## config.mk

```make
export PLATFORM = sky130hd
export DESIGN_NAME = pipe_reg_elastic
export DESIGN_NICKNAME = d
export VERILOG_FILES = /design/src/rtl/pipe_pkg.sv /design/src/rtl/pipe_reg_stage.sv /design/src/rtl/pipe_reg_elastic.sv
export SDC_FILE = /design/constraint.sdc
export NUM_CORES = 1
export LEC_CHECK = 0
export BUFFER_PORTS_ARGS = -buffer_cell sky130_fd_sc_hd__buf_2
export CAP_MARGIN = 20
export CORE_UTILIZATION = 50
export CTS_CLUSTER_DIAMETER = 60
export CTS_CLUSTER_SIZE = 12
export DETAILED_ROUTE_END_ITERATION = 6
export GPL_TIMING_DRIVEN = 0
export PLACE_DENSITY_LB_ADDON = 0.05
export SYNTH_ARGS = -nofsm -noshare
export SYNTH_HDL_FRONTEND = slang
export SYNTH_HIERARCHICAL = 1
export SYNTH_SLANG_ARGS = --single-unit
```

## constraint.sdc

```tcl
create_clock -name clk -period 3.3 [get_ports clk]
set_input_delay 0.165 -clock clk [delete_from_list [all_inputs] [get_ports clk]]
set_output_delay 0.165 -clock clk [all_outputs]
set_load 0.03 [all_outputs]
```

## src/rtl/pipe_pkg.sv

```systemverilog
// Shared definitions for the elastic pipeline register.
// Optional parity storage is enabled with PIPE_REG_PARITY_EN.
package pipe_pkg;

  localparam int DEFAULT_WIDTH = 8;

  // Width of an occupancy counter that must represent 0..depth inclusive.
  function automatic int clog2_depth(input int depth);
    int n;
    n = 0;
    while ((1 << n) < (depth + 1)) begin
      n++;
    end
    return (n < 1) ? 1 : n;
  endfunction

  typedef struct packed {
    logic                     valid;
    logic [DEFAULT_WIDTH-1:0] data;
`ifdef PIPE_REG_PARITY_EN
    logic                     par;
`endif
  } stage_t;

endpackage

```

## src/rtl/pipe_reg_stage.sv

```systemverilog
// One elastic stage: holds a beat until the downstream side is ready.
// Carries a parity bit alongside the data when PIPE_REG_PARITY_EN is defined.
module pipe_reg_stage
  import pipe_pkg::*;
#(
  parameter int WIDTH = DEFAULT_WIDTH
) (
  input  logic             clk,
  input  logic             res,
  input  logic             flush,
  input  logic             src_valid,
  input  logic [WIDTH-1:0] src_data,
`ifdef PIPE_REG_PARITY_EN
  input  logic             src_par,
  output logic             p,
`endif
  input  logic             dst_ready,
  output logic             v,
  output logic [WIDTH-1:0] d,
  output logic             r
);

  logic             v_q, v_d;
  logic [WIDTH-1:0] d_q, d_d;
`ifdef PIPE_REG_PARITY_EN
  logic             p_q, p_d;
`endif

  // An empty stage can always take a beat, even while downstream stalls.
  assign r = !v_q || dst_ready;

  always_comb begin
    v_d = v_q;
    d_d = d_q;
`ifdef PIPE_REG_PARITY_EN
    p_d = p_q;
`endif
    if (flush) begin
      v_d = 1'b0;
    end else if (r) begin
      v_d = src_valid;
      if (src_valid) begin
        d_d = src_data;
`ifdef PIPE_REG_PARITY_EN
        p_d = src_par;
`endif
      end
    end
  end

  always_ff @(posedge clk) begin
    if (res) begin
      v_q <= 1'b0;
      d_q <= '0;
`ifdef PIPE_REG_PARITY_EN
      p_q <= 1'b0;
`endif
    end else begin
      v_q <= v_d;
      d_q <= d_d;
`ifdef PIPE_REG_PARITY_EN
      p_q <= p_d;
`endif
    end
  end

  assign v = v_q;
  assign d = d_q;
`ifdef PIPE_REG_PARITY_EN
  assign p = p_q;
`endif

endmodule

```

## src/rtl/pipe_reg_elastic.sv

```systemverilog
// DEPTH-stage elastic pipeline register with valid/ready on both sides,
// flush and occupancy count. PIPE_REG_PARITY_EN adds per-stage parity and parity_err.
module pipe_reg_elastic
  import pipe_pkg::*;
#(
  parameter  int WIDTH = DEFAULT_WIDTH,
  parameter  int DEPTH = 3,
  localparam int CW    = clog2_depth(DEPTH)
) (
  input  logic             clk,
  input  logic             res,
  input  logic             flush,
  input  logic [WIDTH-1:0] in_data,
  input  logic             in_valid,
  output logic             in_ready,
  output logic [WIDTH-1:0] out_data,
  output logic             out_valid,
  input  logic             out_ready,
`ifdef PIPE_REG_PARITY_EN
  output logic             parity_err,
`endif
  output logic [CW-1:0]    count
);

  logic [DEPTH-1:0] v_w;
  logic [WIDTH-1:0] d_w [DEPTH];
  logic [DEPTH:0]   r_w;
`ifdef PIPE_REG_PARITY_EN
  logic [DEPTH-1:0] par_w;
`endif
  logic             accept;
  logic             emit;
  logic [CW-1:0]    count_q, count_d;

  assign r_w[DEPTH] = out_ready;
  assign in_ready   = r_w[0] && !flush;
  assign accept     = in_valid && in_ready;
  assign emit       = out_valid && out_ready;

  generate
    for (genvar gi = 0; gi < DEPTH; gi++) begin : g_stage
      logic             src_valid;
      logic [WIDTH-1:0] src_data;
`ifdef PIPE_REG_PARITY_EN
      logic             src_par;
`endif
      if (gi == 0) begin : g_head
        assign src_valid = accept;
        assign src_data  = in_data;
`ifdef PIPE_REG_PARITY_EN
        assign src_par   = ^in_data;
`endif
      end else begin : g_body
        assign src_valid = v_w[gi-1];
        assign src_data  = d_w[gi-1];
`ifdef PIPE_REG_PARITY_EN
        assign src_par   = par_w[gi-1];
`endif
      end

      pipe_reg_stage #(.WIDTH(WIDTH)) u_stage (
        .clk       (clk),
        .res       (res),
        .flush     (flush),
        .src_valid (src_valid),
        .src_data  (src_data),
`ifdef PIPE_REG_PARITY_EN
        .src_par   (src_par),
        .p         (par_w[gi]),
`endif
        .dst_ready (r_w[gi+1]),
        .v         (v_w[gi]),
        .d         (d_w[gi]),
        .r         (r_w[gi])
      );
    end
  endgenerate

  assign out_valid = v_w[DEPTH-1];
  assign out_data  = d_w[DEPTH-1];
`ifdef PIPE_REG_PARITY_EN
  assign parity_err = out_valid && ((^out_data) != par_w[DEPTH-1]);
`endif

  // Flush empties every stage, so occupancy drops to zero regardless of an emit.
  always_comb begin
    count_d = count_q;
    if (flush) begin
      count_d = '0;
    end else if (accept && !emit) begin
      count_d = count_q + CW'(1);
    end else if (emit && !accept) begin
      count_d = count_q - CW'(1);
    end
  end

  always_ff @(posedge clk) begin
    if (res) begin
      count_q <= '0;
    end else begin
      count_q <= count_d;
    end
  end

  assign count = count_q;

endmodule
```

==> reports/qor.txt <==
Min-Delay Path Depth -> 3
Fillers -> 215
Utilization after layout -> 62.6%
Post-CTS setup buffer count -> 0
Final routed DRC violation total -> 0
Worst Hold End -> g_stage[0].u_stage/d[2]
R2R cell count -> 11
Post-route ant nets -> 0
Input/output buffers -> 24
Slew @ Worst Pin -> 0.350 ns
Longest Clk Path Bufs -> 2
Antenna violations before repair -> 0
GRT Total Usage -> 17.3%
Num rows -> 18
Crit path time final -> 2.26 ns
Worst reg2reg startpoint -> g_stage[2].u_stage/v
Root Buffer -> clkbuf_4
Area of the multi-input gates -> 716 um^2
Tot Pwr -> 647 uW
Starting Density -> 53.6%
Crit path capture type -> flip-flop
Syn Area/Cell -> 10.2 um^2
Remaining Overflow, GRT -> 0
TritonCTS Buffers -> 5
Relative slew slack -> 76.7%
Nets -> 177
Flop-to-flop setup slack -> 1.04 ns
Area grow syn2layout -> 16.8%
Fin. max-slew vios -> 0
Largest net degree at the start of global routing -> 27
Final Cell Area -> 1580 um^2
Power density cells -> 409 nW/um^2
Die span in x -> 54.0 um
Register area share after synthesis -> 42.9%
Setup TNS -> 0 ns
First-pass GRT wire length -> 3.57 mm
Hold Startpoint -> in_data[2]
Clk_lat worst skew -> 0.31 ns
FF+latch count, synth -> 29
Vias per cell -> 4.82
Clk sinks -> 29
Die Y -> 54.0 um
Iteration count of the initial detailed-routing pass -> 4
Final setup violation count -> 0
Hold_ws -> 0.103 ns
Routability Congestion -> 0.664
Lkg Pwr -> 0.000578 uW
Netlist cell types -> 18
Hold Path Class -> in -> reg
Final cycle utilization of the critical path -> 68.4%
TritonCTS clock tree -> built
Worst reg2reg endpoint -> count[1]
Share of layout cells above drive strength 1 -> 25.0%
CP Max Fanout -> 3
CTS H-tree lvls -> 2
VDD IR max -> 0.320 mV
Ant. Diodes -> 0
Max Fclk -> 443 MHz
Routed via count -> 936
1st-iter DRT viols -> 14
Unrepaired setup endpoints after global routing -> false
Final wirelength -> 2.12 mm
Yosys warning count -> 6
FF/Latch Area -> 581 um^2
Syn_nets -> 146
Clock skew -> 0.00614 ns
Critical Path AT -> 2.49 ns
Worst path required time -> 3.54 ns
Hold Vio Cnt, Final -> 0
Mapped Cells -> 132
Placed inst area -> 1510 um^2
Mapped Area -> 1350 um^2
CTS-repair resized insts -> 0
Startpoint types -> flip-flop
Clock-pin slew on the worst setup and hold paths -> 0.09 ns
DP Wirelength -> 1.59 mm
Kind of critical path -> reg -> reg
DR WL/cell -> 10.9 um
Status -> complete, no violations
Die area -> 2920 um^2
Core box area -> 2520 um^2
Post-CTS Hold Buffers -> 0
MaxCap Viol Count -> 0
I/O Pins -> 25
Vias in the first global route -> 855
-- kinds of logic (layout without fill, tap and decap cells) --
kind of cell	Yosys count	count (layout)	synth area share, %
xor gates and xnor gates	2	2	1.30
AOI/OAI and AO/OA	2	2	0.925
muxes	24	24	17.8
DFF	29	29	42.9
adders and majority gates	1	1	0.925
and+or+nand+nor	65	65	32.0
buffers and inverters	9	41	4.16
-- metal layers --
metal | GRT usage (%) | share of wire (%)
met4 | 6.41 | 0
met1 | 20.7 | 49
met2 | 28.4 | 47
met3 | 5.93 | 4.5
met5 | 0 | 0
-- area by class of cell --
type | instances | area share [%]
clock inverter | 1 | 0.317
clock buffer | 7 | 4.12
timing repair buffer | 24 | 7.60
multi-input combinational | 94 | 45.3
inverter | 3 | 0.713
tap | 30 | 2.38
sequential | 29 | 36.7
buffer | 6 | 2.85
-- synth_stat cells --
master / n / area share (%)
nand2b_1: 48 / 22
dfxtp_1: 29 / 43
mux2i_1: 24 / 18
nor3_1: 4 / 1.5
buf_6: 3 / 2.5
clkbuf_1: 3 / 0.83
inv_1: 3 / 0.83
nor2_1: 3 / 0.83
nor2b_4: 3 / 3.1
nor3b_2: 3 / 2.8
xor2_1: 2 / 1.3
a211oi_1: 1 / 0.56
and2_1: 1 / 0.46
ha_1: 1 / 0.92
nand2_1: 1 / 0.28
nor2b_1: 1 / 0.46
o21ai_0: 1 / 0.37
or3_1: 1 / 0.46
-- stage by stage --
stage | worst slack (ns) | instances
final | 1.04 | 194
after global routing | 0.834 | 194
after CTS | 1.01 | 194
after detailed placement | 1.04 | 186
after global placement | 1.09 | 186
after floorplan | 0.767 | 132
-- placed cells by master, fill, tap and decap left out --
cell      synthesis  routed
nor2b_1           1       1
clkinv_2          0       1
buf_2             0      24
xor2_1            2       2
inv_1             3       3
clkbuf_1          3       3
nand2b_1         48      48
buf_6             3       3
nand2_1           1       1
a211oi_1          1       1
nor3_1            4       4
dfxtp_1          29      29
nor3b_2           3       3
clkbuf_8          0       2
and2_1            1       1
ha_1              1       1
mux2i_1          24      24
o21ai_0           1       1
clkbuf_4          0       5
nor2_1            3       3
nor2b_4           3       3
or3_1             1       1
-- flip-flops by register name, summed over array words and instances, names as in the netlist --
signal	count
g_stage.u_stage/d	24
count	2
g_stage.u_stage/v	3
-- worst max path at each step --
stage	start	to	slack (ns)	cells after the start
2_1_floorplan	g_stage[2].u_stage/v	count[1]	0.77	11
3_3_place_gp	g_stage[2].u_stage/v	count[1]	1.09	11
3_5_place_dp	g_stage[2].u_stage/v	count[1]	1.04	11
4_1_cts	g_stage[2].u_stage/v	count[1]	1.01	11
5_1_grt	g_stage[2].u_stage/v	count[1]	0.83	11
6_report	g_stage[2].u_stage/v	count[1]	1.04	11
-- worst max-delay path, cell delays in order (launching register included) --
cell	delay, ns
dfxtp_1	0.35
nor2b_4	0.17
inv_1	0.08
nor2b_4	0.13
inv_1	0.07
nor2b_4	0.13
inv_1	0.04
nor2b_1	0.12
and2_1	0.19
ha_1	0.34
or3_1	0.35
a211oi_1	0.21
-- report_power, final --
part / total (uW) / internal, uW / switching [uW]
clock: 239 / 123 / 116
combinational: 50.1 / 25.8 / 24.3
sequential: 358 / 355 / 2.94
Power figures use the tool's default switching activity.
